[config.mk]
export PLATFORM = sky130hd
export DESIGN_NAME = mem_stage
export DESIGN_NICKNAME = d
export VERILOG_FILES = /design/src/rtl/mem_stage.sv
export SDC_FILE = /design/constraint.sdc
export NUM_CORES = 1
export LEC_CHECK = 0
export BUFFER_PORTS_ARGS = -buffer_cell sky130_fd_sc_hd__buf_2
export CORE_UTILIZATION = 45
export DETAILED_ROUTE_END_ITERATION = 10
export PLACE_DENSITY_LB_ADDON = 0.05
export SLEW_MARGIN = 20
export SYNTH_ARGS = -nofsm -noshare
export SYNTH_HDL_FRONTEND = slang
export SYNTH_SLANG_ARGS = --single-unit
[constraint.sdc]
create_clock -name clk -period 2.5 [get_ports clk]
set_input_delay 0.125 -clock clk [delete_from_list [all_inputs] [get_ports clk]]
set_output_delay 0.125 -clock clk [all_outputs]
set_load 0.005 [all_outputs]
[src/rtl/mem_stage.sv]
// Memory-access pipeline stage between EXE and WB: lane-aligns stores, sign/zero-extends loads,
// flags illegal or misaligned accesses, and carries WB control along with each operation.
module mem_stage #(
  parameter int XLEN   = 32,
  parameter int ADDR_W = 10,
  parameter int WB_W   = 11
) (
  input  logic                             clk,
  input  logic                             rst,
  input  logic                             in_valid,
  output logic                             in_ready,
  input  logic                             in_read,
  input  logic                             in_write,
  input  logic [1:0]                       in_len,
  input  logic                             in_un,
  input  logic [ADDR_W-1:0]                in_addr,
  input  logic [XLEN-1:0]                  in_data,
  input  logic [WB_W-1:0]                  in_wb,
  output logic                             mem_req,
  output logic                             mem_we,
  output logic [ADDR_W-$clog2(XLEN/8)-1:0] mem_addr,
  output logic [XLEN/8-1:0]                mem_be,
  output logic [XLEN-1:0]                  mem_wdata,
  input  logic                             mem_ack,
  input  logic [XLEN-1:0]                  mem_rdata,
  output logic                             out_valid,
  input  logic                             out_ready,
  output logic [XLEN-1:0]                  out_result,
  output logic [WB_W-1:0]                  out_wb,
  output logic                             out_fault
);
  localparam int OFF_W = $clog2(XLEN/8);
  localparam int NB    = XLEN/8;

  localparam logic [1:0] S_IDLE = 2'd0;
  localparam logic [1:0] S_WAIT = 2'd1;
  localparam logic [1:0] S_DONE = 2'd2;

  logic [1:0]              state_q, state_d;
  logic                    out_valid_q, out_valid_d;
  logic [XLEN-1:0]         out_result_q, out_result_d;
  logic [WB_W-1:0]         out_wb_q, out_wb_d;
  logic                    out_fault_q, out_fault_d;
  logic                    mem_req_q, mem_req_d;
  logic                    mem_we_q, mem_we_d;
  logic [ADDR_W-OFF_W-1:0] mem_addr_q, mem_addr_d;
  logic [NB-1:0]           mem_be_q, mem_be_d;
  logic [XLEN-1:0]         mem_wdata_q, mem_wdata_d;
  logic [OFF_W-1:0]        off_q, off_d;
  logic [1:0]              len_q, len_d;
  logic                    un_q, un_d;

  logic             accept, is_mem, fault;
  logic [OFF_W-1:0] in_off;
  int               sz, offi, nbits;
  logic [NB-1:0]    be_new;
  logic [XLEN-1:0]  wr_shift, wdata_new, ld_shift, ld_val;
  logic             ld_msb;

  assign in_ready = (state_q == S_IDLE) | ((state_q == S_DONE) & out_ready);
  assign accept   = in_valid & in_ready;
  assign is_mem   = in_read | in_write;
  assign in_off   = in_addr[OFF_W-1:0];

  // Decode of the offered operation: fault check, lane enables, aligned store data.
  always_comb begin
    sz     = 1 << in_len;
    offi   = int'(in_off);
    fault  = (in_read & in_write) | (is_mem & (sz > NB)) | (is_mem & ((offi & (sz - 1)) != 0));
    be_new = '0;
    for (int i = 0; i < NB; i++) be_new[i] = (i >= offi) && (i < offi + sz);
    wr_shift  = in_data << {in_off, 3'b000};
    wdata_new = '0;
    for (int i = 0; i < XLEN; i++) wdata_new[i] = wr_shift[i] & be_new[i/8];
  end

  // Load extraction uses the offset/size captured at accept, not the live inputs.
  always_comb begin
    ld_shift = mem_rdata >> {off_q, 3'b000};
    nbits    = 8 << len_q;
    case (len_q)
      2'd0:    ld_msb = ld_shift[7];
      2'd1:    ld_msb = ld_shift[15];
      2'd2:    ld_msb = ld_shift[31];
      default: ld_msb = ld_shift[XLEN-1];
    endcase
    ld_val = '0;
    for (int i = 0; i < XLEN; i++) ld_val[i] = (i < nbits) ? ld_shift[i] : (~un_q & ld_msb);
  end

  always_comb begin
    state_d      = state_q;
    out_valid_d  = out_valid_q;
    out_result_d = out_result_q;
    out_wb_d     = out_wb_q;
    out_fault_d  = out_fault_q;
    mem_req_d    = mem_req_q;
    mem_we_d     = mem_we_q;
    mem_addr_d   = mem_addr_q;
    mem_be_d     = mem_be_q;
    mem_wdata_d  = mem_wdata_q;
    off_d        = off_q;
    len_d        = len_q;
    un_d         = un_q;
    case (state_q)
      S_IDLE, S_DONE: begin
        if (accept) begin
          out_wb_d     = in_wb;
          out_result_d = in_data;
          out_fault_d  = fault;
          if (fault || !is_mem) begin
            state_d     = S_DONE;
            out_valid_d = 1'b1;
          end else begin
            state_d     = S_WAIT;
            out_valid_d = 1'b0;
            mem_req_d   = 1'b1;
            mem_we_d    = in_write;
            mem_addr_d  = in_addr[ADDR_W-1:OFF_W];
            mem_be_d    = be_new;
            mem_wdata_d = wdata_new;
            off_d       = in_off;
            len_d       = in_len;
            un_d        = in_un;
          end
        end else if (state_q == S_DONE && out_ready) begin
          state_d     = S_IDLE;
          out_valid_d = 1'b0;
        end
      end
      S_WAIT: begin
        if (mem_ack) begin
          mem_req_d   = 1'b0;
          state_d     = S_DONE;
          out_valid_d = 1'b1;
          if (!mem_we_q) out_result_d = ld_val;
        end
      end
      default: state_d = S_IDLE;
    endcase
  end

  always_ff @(posedge clk) begin
    if (rst) begin
      state_q      <= S_IDLE;
      out_valid_q  <= 1'b0;
      out_result_q <= '0;
      out_wb_q     <= '0;
      out_fault_q  <= 1'b0;
      mem_req_q    <= 1'b0;
      mem_we_q     <= 1'b0;
      mem_addr_q   <= '0;
      mem_be_q     <= '0;
      mem_wdata_q  <= '0;
      off_q        <= '0;
      len_q        <= '0;
      un_q         <= 1'b0;
    end else begin
      state_q      <= state_d;
      out_valid_q  <= out_valid_d;
      out_result_q <= out_result_d;
      out_wb_q     <= out_wb_d;
      out_fault_q  <= out_fault_d;
      mem_req_q    <= mem_req_d;
      mem_we_q     <= mem_we_d;
      mem_addr_q   <= mem_addr_d;
      mem_be_q     <= mem_be_d;
      mem_wdata_q  <= mem_wdata_d;
      off_q        <= off_d;
      len_q        <= len_d;
      un_q         <= un_d;
    end
  end

  assign out_valid  = out_valid_q;
  assign out_result = out_result_q;
  assign out_wb     = out_wb_q;
  assign out_fault  = out_fault_q;
  assign mem_req    = mem_req_q;
  assign mem_we     = mem_we_q;
  assign mem_addr   = mem_addr_q;
  assign mem_be     = mem_be_q;
  assign mem_wdata  = mem_wdata_q;

endmodule

==> results.sh <==
export IMPL_vdd_drop_max_v=0.0004083
export IMPL_synth_ff_type="dfxtp_1"
export IMPL_grt_use_total_pct=28.10
export IMPL_leakagePower_nw=2.790
export IMPL_yosys_area_top_type="dfxtp_1"
export IMPL_fin_tns_setup_ps=0
export IMPL_setup_violations=0
export IMPL_clkTransAtPathRegs_ps=70
export IMPL_p_per_area_mw_per_mm2=585.4
export IMPL_drive_above_1_share_pct=31.22
export IMPL_yosysWarnings=0
export IMPL_cp_max_fo=32
export IMPL_core_area_mm2=0.01098
export IMPL_fp_row_count=38
export IMPL_syn_area_mm2=0.005150
export IMPL_fillCellCount=1059
export IMPL_vias=5027
export IMPL_multi_input_area_mm2=0.002884
export IMPL_max_stage_delay_ps=850
export IMPL_maxCapViolations=0
export IMPL_crit_type="reg2reg"
export IMPL_synth_common_cells="dfxtp_1, mux2i_1, a21oi_1"
export IMPL_wire_per_inst_um=18.82
export IMPL_fp_dieW_um=109.0
export IMPL_grt_pass1_vias=4833
export IMPL_hp_class="in2reg"
export IMPL_cts_resized=0
export IMPL_syn_avg_cell_area_um2=8.910
export IMPL_endpoint_kind="flip-flop"
export IMPL_synth_edf_count=0
export IMPL_drc=0
export IMPL_slew_violations=0
export IMPL_synth_top_area_share_pct=38.10
export IMPL_grt_max_degree=45
export IMPL_gr_total_overflow=0
export IMPL_grt_pass1_wl_um=24940
export IMPL_crit_path_end="out_result[10]$_SDFFE_PP0P_"
export IMPL_cts_buffers=9
export IMPL_area_growth_pct=23.18
export IMPL_hpwl_um=12300
export IMPL_rsz0062_at_grt="false"
export IMPL_final_setup_skew_ps=6.811
export IMPL_cp_depth=4
export IMPL_dr_first_iter_drc_count=266
export IMPL_viasPerCell=5.713
export IMPL_insertedDiodeCount=0
export IMPL_r2r_slack_ps=420
export IMPL_yosysMostFrequentCell="dfxtp_1"
export IMPL_start_util_pct=46.89
export IMPL_max_freq_mhz=480.0
export IMPL_async_flop_share_pct=0
export IMPL_ys_types=61
export IMPL_cts_hold_fix_buffers=0
export IMPL_status="finished, final reports clean"
export IMPL_whs_path_depth=3
export IMPL_portBuffers=186
export IMPL_rr_startpoint="state_q[0]$_SDFFE_PP0P_"
export IMPL_ys_seq_elements=98
export IMPL_critPathRequiredTime_ps=2790
export IMPL_period_minus_slack_ps=2083
export IMPL_worst_pin_slew_ps=1105
export IMPL_synth_cells=578
export IMPL_r2r_cells=4
export IMPL_seq_area_frac_synth_pct=38.10
export IMPL_slew_headroom_pct=26.05
export IMPL_path_cells="nand2b_4, o21ai_4, o221ai_1, o21ba_1"
export IMPL_crit_path_top_delay_cell="o21ai_4"
export IMPL_cts_sinks=98
export IMPL_cp_top_family="compound AO/OA/AOI/OAI gates"
export IMPL_synth_top_cells_by_area="dfxtp_1, mux2i_1, a21oi_1, nand2_1, a211oi_1"
export IMPL_setup_worst_path_start="state_q[0]$_SDFFE_PP0P_"
export IMPL_post_route_util_pct=57.76
export IMPL_gp_congestion=0.8757
export IMPL_clock_latency_ps=340
export IMPL_cts_root_buf="clkbuf_16"
export IMPL_period_share_pct=83.34
export IMPL_cts_htree_levels=3
export IMPL_die_h_um=109.0
export IMPL_die_area_mm2=0.01188
export IMPL_finalHoldViolCount=0
export IMPL_nNetsFinal=835
export IMPL_post_cts_setup_buffer_count=0
export IMPL_io_pins=187
export IMPL_rr_endpoint="out_result[10]$_SDFFE_PP0P_"
export IMPL_cp_buffers_inverters=0
export IMPL_cts_tree="done"
export IMPL_drt_wl_total_um=16560
export IMPL_cp_data_arrival_time_ps=2370
export IMPL_postRouteAntennaNets=0
export IMPL_seq_area_mm2=0.001962
export IMPL_worst_setup_path_start_kind="flip-flop"
export IMPL_clock_tree_buffer_depth=2
export IMPL_syn_num_nets=677
export IMPL_dr_pass1_iters=5
export IMPL_antenna_found_initial=0
## cell type report
type	instances	area share, %
flip-flops and latches	98	30.93
multi-input cells	422	45.46
clock inverters	4	0.4536
well taps	140	2.761
repair buffers	199	16.21
inverters	6	0.3550
clock buffers	11	3.826
## tightest hold or removal path: stages
cell     delay (ps)
buf_2            90
nand2_1          50
a21oi_1          50
## flip-flops by register name, summed over array words and instances, names as in the netlist
name / cells
mem_wdata: 32
out_result: 32
out_wb: 11
mem_addr: 8
mem_be: 4
len_q: 2
off_q: 2
state_q: 2
mem_req: 1
mem_we: 1
out_fault: 1
out_valid: 1
un_q: 1
## worst min path at each step
stage	slack [ps]	startpoint	endpoint
after floorplan	260	in_wb[0]	out_wb[0]$_SDFFE_PP0P_
after global placement	360	in_wb[6]	out_wb[6]$_SDFFE_PP0P_
after detailed placement	370	in_wb[2]	out_wb[2]$_SDFFE_PP0P_
after CTS	6	in_wb[2]	out_wb[2]$_SDFFE_PP0P_
after global routing	10	in_wb[7]	out_wb[7]$_SDFFE_PP0P_
final	20	in_wb[2]	out_wb[2]$_SDFFE_PP0P_
## metrics by stage
stage	power, W	std cells	hold slack, ps	instance area, um^2	setup WS, ps
2_1_floorplan	0.002164	578	261.0	5150	380.2
3_3_place_gp	0.002436	865	364.7	6072	373.6
3_5_place_dp	0.002454	865	372.7	6072	221.7
4_1_cts	0.003745	880	6.394	6344	410.7
5_1_grt	0.003885	880	14.23	6344	240.5
6_report	0.003713	880	17.34	6344	416.5
## placed cells by master, fill, tap and decap left out, types with 2 or more instances in the layout
cell and count:
a211o_1 9, a211oi_1 21, a211oi_2 4, a21oi_1 51, a22o_1 8, a2bb2oi_1 4
a311oi_1 2, a32o_1 8, buf_2 186, buf_4 13, clkbuf_16 9, clkinvlp_4 2
dfxtp_1 98, ha_1 3, inv_1 6, mux2i_1 57, nand2_1 43, nand2b_1 21
nand3_1 17, nand3b_1 3, nand4_1 8, nor2_1 36, nor2b_1 12, nor3_1 10
o21ai_0 23, o21ai_1 19, o21ba_1 4, o221ai_1 7, o22ai_1 9, o2bb2ai_1 11
or3_1 2, xnor2_1 2
## routing by layer
metal  routed length [um]  track usage, %  share of wire (%)
met1                 7007           35.16                 42
met2                 7786           45.46                 47
met3                 1172           5.738                7.1
met4                  595           14.58                3.6
met5                    0               0                  0
## power breakdown
| group | switching (W) | internal, W |
|---|---|---|
| registers | 0.0000547 | 0.00165 |
| logic | 0.000419 | 0.000302 |
| clock network | 0.000595 | 0.000697 |
| total | 0.00107 | 0.00264 |
## logic make-up after synthesis
| group | count (synthesis) | share of synthesized area, % |
|---|---|---|
| flops | 98 | 38.10 |
| compound gates | 191 | 25.85 |
| xor+xnor | 2 | 0.3402 |
| mux | 57 | 11.08 |
| buf+inv | 58 | 5.904 |
| simple gates | 168 | 17.61 |
| fa+ha+maj | 4 | 1.118 |
Note: power is estimated with default switching activity, not from simulation.
